<file path="src/rtl/clk_div_monitor_if.sv">
// clk_div_monitor_if: enable/clock-under-test inputs and measurement outputs of clk_div_monitor.
interface clk_div_monitor_if #(parameter int CW = 16);
    logic          en;
    logic          clk_in;
    logic [CW-1:0] period;
    logic [CW-1:0] high_time;
    logic          meas_valid;
    logic          locked;
    logic          err_stuck;
    logic          err_ratio;
    modport master (output en, clk_in, input period, high_time, meas_valid, locked, err_stuck, err_ratio);
    modport slave (input en, clk_in, output period, high_time, meas_valid, locked, err_stuck, err_ratio);
endinterface

</file>
<file path="src/rtl/clk_div_monitor.sv">
// clk_div_monitor: measures a divided clock in clk cycles, locks on the expected ratio, flags stuck/ratio errors.
module clk_div_monitor #(
    parameter int N_EXP    = 7,
    parameter int TOL      = 1,
    parameter int LOCK_CNT = 4,
    parameter int CW       = 16
) (
    input logic clk,
    input logic rst,
    clk_div_monitor_if.slave bus
);
    localparam int GW = $clog2(LOCK_CNT + 1);
    localparam logic [CW:0] lo_lim = (CW+1)'(N_EXP > TOL ? N_EXP - TOL : 0);
    localparam logic [CW:0] hi_lim = (CW+1)'(N_EXP + TOL);
    localparam logic [CW-1:0] stuck_at = CW'(2 * N_EXP);

    typedef enum logic [1:0] {IDLE, ARM, TRACK, LOCKED} state_t;

    state_t state, state_n;
    logic s1, s2, s3, rise, good, cap, stuck, bad, hold;
    logic [CW-1:0] cnt, hcnt;
    logic [GW-1:0] good_cnt, good_n;

    assign rise = s2 & ~s3;
    assign good = ({1'b0, cnt} >= lo_lim) && ({1'b0, cnt} <= hi_lim);
    assign hold = !bus.en || state == IDLE;

    // A rise always takes priority over the stuck timeout in the same cycle
    always_comb begin
        state_n = state;
        good_n = good_cnt;
        cap = 1'b0;
        stuck = 1'b0;
        bad = 1'b0;
        if (!bus.en) begin
            state_n = IDLE;
            good_n = '0;
        end else begin
            case (state)
                IDLE: state_n = ARM;
                ARM: state_n = rise ? TRACK : ARM;
                TRACK:
                    if (rise) begin
                        cap = 1'b1;
                        good_n = good ? good_cnt + 1'b1 : '0;
                        state_n = (good && good_cnt == GW'(LOCK_CNT - 1)) ? LOCKED : TRACK;
                    end else if (cnt == stuck_at) begin
                        stuck = 1'b1;
                        good_n = '0;
                        state_n = ARM;
                    end
                LOCKED:
                    if (rise) begin
                        cap = 1'b1;
                        bad = !good;
                        good_n = good ? good_cnt : '0;
                        state_n = good ? LOCKED : TRACK;
                    end else if (cnt == stuck_at) begin
                        stuck = 1'b1;
                        good_n = '0;
                        state_n = ARM;
                    end
            endcase
        end
    end

    always_ff @(posedge clk or posedge rst) begin
        if (rst) begin
            s1 <= 1'b0;
            s2 <= 1'b0;
            s3 <= 1'b0;
            state <= IDLE;
            good_cnt <= '0;
            cnt <= '0;
            hcnt <= '0;
            bus.period <= '0;
            bus.high_time <= '0;
            bus.meas_valid <= 1'b0;
            bus.locked <= 1'b0;
            bus.err_stuck <= 1'b0;
            bus.err_ratio <= 1'b0;
        end else begin
            s1 <= bus.clk_in;
            s2 <= s1;
            s3 <= s2;
            state <= state_n;
            good_cnt <= good_n;
            cnt <= hold ? '0 : rise ? CW'(1) : (&cnt ? cnt : cnt + 1'b1);
            hcnt <= hold ? '0 : rise ? CW'(s2) : (&hcnt ? hcnt : hcnt + CW'(s2));
            bus.meas_valid <= cap;
            bus.locked <= state_n == LOCKED;
            bus.err_stuck <= stuck;
            bus.err_ratio <= bad;
            if (cap) begin
                bus.period <= cnt;
                bus.high_time <= hcnt;
            end
        end
    end
endmodule

</file>
<file path="src/flat_wrapper.sv">
// flat-port wrapper written by rule: the top's interface ports become plain ports
module clk_div_monitor_flat 
#(
    parameter int N_EXP    = 7,
    parameter int TOL      = 1,
    parameter int LOCK_CNT = 4,
    parameter int CW       = 16
)
  (clk, rst, bus_en, bus_clk_in, bus_period, bus_high_time, bus_meas_valid, bus_locked, bus_err_stuck, bus_err_ratio);
  clk_div_monitor_if #(.CW(CW)) bus_i ();
  input logic clk;
  input logic rst;
  input wire logic [$bits(bus_i.en)-1:0] bus_en;
  input wire logic [$bits(bus_i.clk_in)-1:0] bus_clk_in;
  output wire logic [$bits(bus_i.period)-1:0] bus_period;
  output wire logic [$bits(bus_i.high_time)-1:0] bus_high_time;
  output wire logic [$bits(bus_i.meas_valid)-1:0] bus_meas_valid;
  output wire logic [$bits(bus_i.locked)-1:0] bus_locked;
  output wire logic [$bits(bus_i.err_stuck)-1:0] bus_err_stuck;
  output wire logic [$bits(bus_i.err_ratio)-1:0] bus_err_ratio;
  assign bus_i.en = bus_en;
  assign bus_i.clk_in = bus_clk_in;
  assign bus_period = bus_i.period;
  assign bus_high_time = bus_i.high_time;
  assign bus_meas_valid = bus_i.meas_valid;
  assign bus_locked = bus_i.locked;
  assign bus_err_stuck = bus_i.err_stuck;
  assign bus_err_ratio = bus_i.err_ratio;
  clk_div_monitor #(.N_EXP(N_EXP), .TOL(TOL), .LOCK_CNT(LOCK_CNT), .CW(CW)) u_core (.clk(clk), .rst(rst), .bus(bus_i));
endmodule
</file>
<file path="config.mk">
export PLATFORM = sky130hd
export DESIGN_NAME = clk_div_monitor_flat
export DESIGN_NICKNAME = d
export VERILOG_FILES = /design/src/rtl/clk_div_monitor_if.sv /design/src/rtl/clk_div_monitor.sv /design/src/flat_wrapper.sv
export SDC_FILE = /design/constraint.sdc
export NUM_CORES = 1
export LEC_CHECK = 0
export CAP_MARGIN = 10
export CORE_ASPECT_RATIO = 1.4
export CORE_MARGIN = 8
export CORE_UTILIZATION = 55
export DETAILED_ROUTE_END_ITERATION = 16
export PLACE_DENSITY = 0.79
export SYNTH_ARGS = -nofsm -noshare
export SYNTH_HDL_FRONTEND = slang
export SYNTH_SLANG_ARGS = --single-unit
</file>
<file path="constraint.sdc">
create_clock -name clk -period 3.87 [get_ports clk]
set_input_delay 0.774 -clock clk [delete_from_list [all_inputs] [get_ports clk]]
set_output_delay 0.774 -clock clk [all_outputs]
set_load 0.01 [all_outputs]
</file>
After elaboration in Yosys (flattened, before gate mapping)
Cells that the tools add are included.

Input port bits: 4. Register bits after elaboration: 76.

$lt $le $gt $ge: 2. Bitwise logic cells: 2. Equal/unequal tests: 10. Add/sub/neg operators: 3. Reduce and logical (&&, ||, !) cells: 10. Multiplexer cells: 31.

Operators with widths (count): $mux W16 (6); $reduce_and A16 Y1 (2); $mux W3 (6); $add A16 B1 Y16 (1); $add A16 B1 Y16 const B (1); $eq A16 B4 Y1 const B (1); $ge A16 B3 Y1 const B (1); $le A16 B4 Y1 const B (1); $mux W1 (12); $mux W2 (5); $ne A3 B1 Y1 const B (3); $pmux W2 S4 (1); $eq A2 B2 Y1 const B (3); $pmux W3 S2 (1); $ne A4 B4 Y1 const B (1); $add A3 B1 Y3 const B (1); $eq A3 B2 Y1 const B (1); $eq A2 B1 Y1 const B (1); $logic_and A1 B1 Y1 (2); $logic_not A1 Y1 (2); $logic_not A2 Y1 (1); $reduce_and A2 Y1 (1); $reduce_or A2 Y1 (1); $and A1 B1 Y1 (1); other kinds (2) (2).

Depth between registers and ports, before layout
Gate-level depths: netlist of the first run.

Depth in word-level cells: 8. Depth in mapped cells: 7. Gate-level depth less buffers: 7.

Worst setup path before layout of the first run
Ideal clock, no wire load.

Path kind: input to register. Start point: input port bus_en. End point: register u_core.hcnt[11]. Setup time: 0.132 ns. Data arrival time: 1.677 ns. Setup slack: 2.061 ns. Path buffers: 1. Cell stages on the path: 6. Cells stage by stage: buf_2 -> o21ai_4 -> nor3b_2 -> a2111oi_2 -> xnor2_1 -> nor2_1.

Cells in the longest elaborated chain, start to end: 3.

Ends and longest elaborated chain: start: declaration (RTL line flat_wrapper.sv:13) `input wire logic [$bits(bus_i.en)-1:0] bus_en;`; $logic_not A1 Y1 (*) (RTL line clk_div_monitor.sv:26) `assign hold = !bus.en || state == IDLE;`; $logic_or A1 B1 Y1 (*) (RTL line clk_div_monitor.sv:26); $ne A3 B1 Y1 (no line) or $mux W16 (tied branches); end signal: assignment (RTL line clk_div_monitor.sv:89) `hcnt <= hold ? '0 : rise ? CW'(s2) : (&hcnt ? hcnt : hcnt + CW'(s2));`; end: declaration (RTL line clk_div_monitor.sv:21) `logic [CW-1:0] cnt, hcnt;`.

Mark *: on every way between the ends. The rest lies on a longest branch, timed or not. A chain may end at the register's enable or synchronous reset.

Worst setup path after layout of the first run
Start point: input port bus_en. End point: register u_core.cnt[10].

Cells in the longest elaborated chain, start to end: 3.

Ends and longest elaborated chain: $logic_not A1 Y1 (*) (RTL line clk_div_monitor.sv:26); $logic_or A1 B1 Y1 (*) (RTL line clk_div_monitor.sv:26); $ne A3 B1 Y1 (no line) or $mux W16 (tied branches); end signal: assignment (RTL line clk_div_monitor.sv:88) `cnt <= hold ? '0 : rise ? CW'(1) : (&cnt ? cnt : cnt + 1'b1);`; end: declaration (RTL line clk_div_monitor.sv:21).

Marked as above.

==> results of run 1 <==
worst register-to-register path, cell delays in order, from the launching register on:
cell     delay, ps
dfrtp_1        400
ha_1           240
ha_1           220
and3_1         210
nand3_1        210
or3_2          470
a21oi_1        160
flip-flops by register name, indices dropped and copies added, names as in the netlist:
name                   count
u_core.bus.err_ratio       1
u_core.hcnt               16
u_core.bus.meas_valid      1
u_core.bus.err_stuck       1
u_core.bus.locked          1
u_core.state               2
u_core.s3                  1
u_core.bus.high_time      16
u_core.bus.period         16
u_core.good_cnt            3
u_core.cnt                16
u_core.s2                  1
u_core.s1                  1
placed cells by master, fill, tap and decap left out, types with 5 or more instances in the layout:
cell             synthesis  layout
clkdlybuf4s50_1          0      39
clkbuf_8                 0       9
nor3_1                  14      14
mux2_2                  30      30
inv_1                    8       7
dfrtp_1                 76      76
nor4_1                   5       5
nand2_1                 16      16
xor2_1                   7       7
o21ai_0                 16      16
nor2_1                  25      25
ha_1                     7       7
nand3_1                 13      13
a21oi_1                  8       8
xnor2_1                  9       9
a31oi_1                  7       7
worst min path at each step:
stage	start	end	slack [ps]	depth (start not counted)
CTS	u_core.s1	u_core.s2	360	0
detailed placement	u_core.s1	u_core.s2	340	0
global route	u_core.s1	u_core.s2	360	0
floorplan	u_core.s1	u_core.s2	330	0
finish	u_core.s1	u_core.s2	360	0
global placement	u_core.s1	u_core.s2	340	0
kinds of logic after synthesis:
logic type               after synthesis  share of synthesized area, %
AO/OA/AOI/OAI                         52                          10.4
XOR/XNOR                              16                          3.96
adder cells (fa/ha/maj)                7                          2.48
buffers and inverters                 20                          2.90
flip-flops                            76                          53.8
multiplexers                          30                          9.55
AND/OR/NAND/NOR                      103                          16.9
routing by layer:
metal / part of all wire, % / up-vias / track usage (%) / wire [um]
li1: - / 1186 / - / -
met1: 44 / 1252 / 19.0 / 2970
met2: 50 / 60 / 23.7 / 3380
met3: 4.7 / 7 / 3.60 / 317
met4: 1.5 / 0 / 7.75 / 102
met5: 0 / - / 0 / 0
area by class of cell:
type	count	share of cell area, %
Multi-Input combinational cell	208	36.9
Inverter	8	0.724
Sequential cell	76	45.8
Clock inverter	5	1.27
Timing Repair Buffer	42	9.95
Clock buffer	11	3.17
Tap cell	72	2.17
per-stage QoR:
| step | setup slack (ps) | instance area, um^2 |
|---|---|---|
| after floorplan | 1160 | 3540 |
| after global placement | 1210 | 3970 |
| after detailed placement | 1170 | 3970 |
| after CTS | 1480 | 4150 |
| after global routing | 1330 | 4150 |
| final | 1510 | 4150 |
power groups by stage:
stage	Clock [mW]	Combinational [mW]	Sequential [mW]
global placement	0	0.0623	0.828
finish	0.574	0.0619	0.813
global route	0.626	0.0707	0.814
floorplan	0	0.0444	0.824
detailed placement	0	0.0630	0.828
CTS	0.586	0.0639	0.812
==> impl_metrics.json, run 1 <==
{
  "start_util_pct": 56.9,
  "sequentialPowerShare_pct": 56.1,
  "r2r_end": "u_core.hcnt[6]",
  "path_cells": "clkdlybuf4s50_1 > o21ai_4 > nand2b_1 > a311oi_1",
  "dr.pass1.iters": 4,
  "power_mw": 1.45,
  "clk_path_buf_depth": 2,
  "num_rows": 34,
  "final_util_pct": 66.8,
  "routedWlPerCell_um": 16.0,
  "core_um2": 6210,
  "pwr-share-comb_pct": 4.3,
  "yosysMostFrequentCell": "dfrtp_1",
  "clkPwrFrac_pct": 39.6,
  "hold_path_class": "flip-flop to flip-flop",
  "netlist.area_leader.share_pct": 53.8,
  "avgSynthCellArea_um2": 11.6,
  "io_buffer_count": 39,
  "via_per_inst": 5.94,
  "antenna_found_initial": 0,
  "drt_iter0_markers": 219,
  "p_per_area_nw_per_um2": 349,
  "via_count": 2505,
  "maxSlewViolCount": 0,
  "nNetsFinal": 356,
  "worst-setup-path-type": "input pin to flip-flop",
  "cts_setup_buffers": 0,
  "synth_edf_count": 0,
  "root_buffer": "clkbuf_8",
  "end_kind": "flip-flop",
  "grt_use_total_pct": 15.2,
  "dieArea_um2": 9290,
  "synth_nets": 315,
  "p_sw_share_pct": 22.8,
  "ys_async_sr_fraction_pct": 100,
  "tightest_slew_ps": 962,
  "cts.sinks": 76,
  "cts_tree": "built",
  "drv_cap": 0,
  "cp_top_family": "buffers and inverters",
  "cts.hold.buffers_added": 0,
  "worstPathMaxFanout": 24,
  "cts_made_buffers": 9,
  "cts.clk_slew.worst_paths_ps": 70,
  "rsz0062_at_grt": "no",
  "hold_viol": 0,
  "ant_nets": 0,
  "rr_startpoint": "u_core.hcnt[0]",
  "pin_count": 40,
  "htree_levels": 3,
  "timing.hold.ws_ps": 355,
  "p_sw_mw": 0.330,
  "syn2layout_area_growth_pct": 17.4,
  "layout-drive-gt1-share_pct": 18.6,
  "grt_pass1_wl_mm": 11.9,
  "wl_mm": 6.77,
  "cts_resized": 0,
  "synth.area.top_cells": "dfrtp_1, mux2_2, nor2_1, ha_1, o21ai_0",
  "synthCells": 304,
  "ys_types": 50,
  "remaining_drc_errors": 0,
  "post-dp-hpwl_mm": 4.71,
  "grt_max_degree": 33,
  "leakage_nw": 1.86,
  "post-route-period-util_pct": 61.1,
  "power.internal_mw": 1.12,
  "dpl.cell_count": 406,
  "critical_path.endpoint": "u_core.cnt[10]",
  "die_width_um": 83.8,
  "max_freq_mhz": 423,
  "fin_tns_setup_ps": 0,
  "gp_congestion": 0.857,
  "peakVddDrop_mv": 0.257,
  "n_fill_cell": 481,
  "grt_pass1_vias": 2514,
  "r2r_slack_ps": 1890,
  "seqCellArea_um2": 1900,
  "cp.depth": 4,
  "path_buf_inv": 1,
  "layout.cells.non_filler": 422,
  "die_y_um": 111,
  "crit_path_start": "bus_en",
  "yosysSeqAreaShare_pct": 53.8,
  "ys_top_cells_by_count": "dfrtp_1, mux2_2, nor2_1",
  "yosysWarnings": 0,
  "fin_crit_ps": 2360,
  "slowest_stage": "clkdlybuf4s50_1",
  "crit_required_ps": 4110,
  "relSlewSlack_pct": 35.8,
  "outcome": "complete, no violations",
  "multi_input_area_um2": 1530,
  "ff2ff_path_depth": 6,
  "arrival_ps": 2600,
  "max_stage_delay_ps": 680,
  "synth_top_cell_by_area": "dfrtp_1",
  "ys_ff_latch": 76,
  "fin_skew_ps": 12.0,
  "gr-total-overflow": 0,
  "synth_area_um2": 3540,
  "diodes": 0,
  "ys.flop_type": "dfrtp_1",
  "setup_viol": 0,
  "clock_latency_ps": 350,
  "cp-start-kind": "input pin"
}
(Power assumes the default switching activity.)
==> run 2, diff against run 1 <==
Settings changed: CORE_UTILIZATION 55 to 50, PLACE_DENSITY 0.79 to 0.76.
Clock period 3.87 ns to 2.1 ns, I/O delays scaled along.
==> run 2 against run 1 <==
  * Register-to-register slack got worse by 1700 ps
  * Via count down 0.48%
  * Count of clock-buffer cells in the layout increased by 1
  * Clock power grew 95%
  * Total power up 90%
  * Core utilization down 4.9 points
  * Setup slack lost 1300 ps
  * Sequential share of layout area fell by 1.2 points
  * Combinational power increased by 100%
  * Non-clock buffer count up 5
  * Critical path type is now flip-flop to flip-flop
  * Critical path depth up 2
==> impl_metrics.json, run 2 (synthesized netlist as in run 1, its figures left out) <==
{
  "ff2ff_path_depth": 6,
  "rsz0062_at_grt": "no",
  "final_cell_mix": "dfrtp_1, clkdlybuf4s50_1, mux2_2, nor2_1",
  "cts_tree": "built",
  "grt_pass1_vias": 2500,
  "routedWlPerCell_um": 15.0,
  "power.internal_mw": 2.14,
  "r2r_slack_ps": 200,
  "cp-start-kind": "flip-flop",
  "antenna_found_initial": 0,
  "timing.hold.ws_ps": 361,
  "cts.hold.buffers_added": 0,
  "wl_met1_mm": 3.01,
  "pin_count": 40,
  "place_area_um2": 4060,
  "clock_latency_ps": 340,
  "dpl.cell_count": 434,
  "sequentialPowerShare_pct": 54.5,
  "stdcell_area_um2": 4260,
  "worstHoldStart": "u_core.s1",
  "gr-total-overflow": 0,
  "grt_use_total_pct": 14.5,
  "setup_viol": 0,
  "cts_setup_buffers": 0,
  "leakage_nw": 1.90,
  "end_kind": "flip-flop",
  "worst-setup-path-type": "flip-flop to flip-flop",
  "seqCellArea_um2": 1900,
  "clkPwrFrac_pct": 40.9,
  "core_um2": 6890,
  "relSlewSlack_pct": 60.0,
  "via_count": 2493,
  "r2r_end": "u_core.hcnt[6]",
  "layout.cells.non_filler": 450,
  "cts_made_buffers": 9,
  "hold_path_class": "flip-flop to flip-flop",
  "top_layer_used": "met4",
  "max_freq_mhz": 525,
  "layout-drive-gt1-share_pct": 20.0,
  "rr_startpoint": "u_core.s2",
  "cp_common_cell": "ha_1",
  "peakVddDrop_mv": 0.671,
  "gp_congestion": 0.863,
  "maxSlewViolCount": 0,
  "nNetsFinal": 361,
  "clk_path_buf_depth": 2,
  "via_per_inst": 5.54,
  "path_buf_inv": 0,
  "slowest_stage": "or3_2",
  "cts.clk_slew.worst_paths_ps": 80,
  "n_fill_cell": 564,
  "max_stage_delay_ps": 450,
  "remaining_drc_errors": 0,
  "ant_nets": 0,
  "post-dp-hpwl_mm": 4.73,
  "worstPathMaxFanout": 6,
  "wl_mm": 6.75,
  "multi_input_area_um2": 1530,
  "tightest_slew_ps": 595,
  "drv_cap": 0,
  "pwr-share-comb_pct": 4.6,
  "dieArea_um2": 10100,
  "fin_crit_ps": 1900,
  "crit_required_ps": 2360,
  "num_rows": 36,
  "grt_max_degree": 77,
  "root_buffer": "clkbuf_8",
  "dr.pass1.iters": 4,
  "min_path_cells": 0,
  "post-route-period-util_pct": 90.7,
  "final_common_cell": "dfrtp_1",
  "io_buffer_count": 39,
  "cts.sinks": 76,
  "diodes": 0,
  "outcome": "complete, no violations",
  "holdPathEnd": "u_core.s2",
  "p_sw_mw": 0.609,
  "grt_pass1_wl_mm": 11.6,
  "cts_resized": 0,
  "syn2layout_area_growth_pct": 20.6,
  "wl_met2_mm": 3.24,
  "cp_top_family": "simple AND/OR/NAND/NOR gates",
  "fin_tns_setup_ps": 0,
  "p_per_area_nw_per_um2": 644,
  "path_cells": "ha_1 > ha_1 > and3_1 > nand3_1 > or3_2 > a21oi_1",
  "die_y_um": 116,
  "hold_viol": 0,
  "wl_met3_um": 363,
  "htree_levels": 3,
  "p_sw_share_pct": 22.2,
  "arrival_ps": 2160,
  "die_width_um": 87.1,
  "fin_skew_ps": 12.7,
  "start_util_pct": 51.3,
  "drt_iter0_markers": 98
}
[run 2: changes by cell type in the layout (fill, tap and decap cells not counted)]
| cell | change |
|---|---|
| clkinvlp_4 | +1 |
| buf_12 | +2 |
| clkinv_2 | -1 |
| clkbuf_1 | -1 |
| inv_2 | -1 |
| clkbuf_8 | +2 |
| buf_4 | +3 |
[run 2: cell type report]
cell class | instances | share of cell area, %
clock buffer | 12 | 3.64
sequential | 76 | 44.6
tap | 95 | 2.79
inverter | 8 | 0.792
clock inverter | 4 | 1.12
timing repair buffer | 47 | 11.2
multi-input combinational | 208 | 35.9
[run 2: stage by stage]
stage / setup WS (ps) / power, mW / utilization [%]
after floorplan: 425 / 1.60 / -
after global placement: 227 / 1.65 / 58.9
after detailed placement: 178 / 1.65 / 58.9
after CTS: 202 / 2.78 / 61.9
after global routing: 67.8 / 2.86 / 61.9
final: 196 / 2.75 / 61.9
[run 2: worst max-delay path by stage]
stage | from | endpoint | slack, ps | cells past startpoint
finish | u_core.s2 | u_core.hcnt[6] | 200 | 6
global route | u_core.s2 | u_core.hcnt[6] | 70 | 6
CTS | u_core.s2 | u_core.hcnt[6] | 200 | 6
detailed placement | bus_en | u_core.hcnt[3] | 180 | 7
global placement | bus_en | u_core.hcnt[3] | 230 | 7
floorplan | u_core.s2 | u_core.hcnt[6] | 430 | 6
[run 2: power by group through the flow]
stage	Combinational (mW)	Sequential [mW]	Clock, mW
after global placement	0.126	1.53	0
after global routing	0.143	1.50	1.21
after floorplan	0.0822	1.52	0
after detailed placement	0.128	1.53	0
final	0.125	1.50	1.12
after CTS	0.128	1.50	1.16
[run 2: worst reg2reg max path: stages (launching register included)]
cell and delay, ps:
dfrtp_1 400, ha_1 230, ha_1 200, and3_1 200
nand3_1 180, or3_2 450, a21oi_1 160
[run 2: metal layers]
| layer | vias to the layer above | track usage, % |
|---|---|---|
| met5 | - | 0 |
| met2 | 68 | 23.6 |
| li1 | 1185 | - |
| met1 | 1227 | 17.2 |
| met4 | 0 | 6.92 |
| met3 | 13 | 4.12 |
==> run 3, diff against run 2 <==
Settings changed: CAP_MARGIN 10 to unset.
==> results of run 3 <==
Final layout, timing and power as in run 2 (identical DEF).
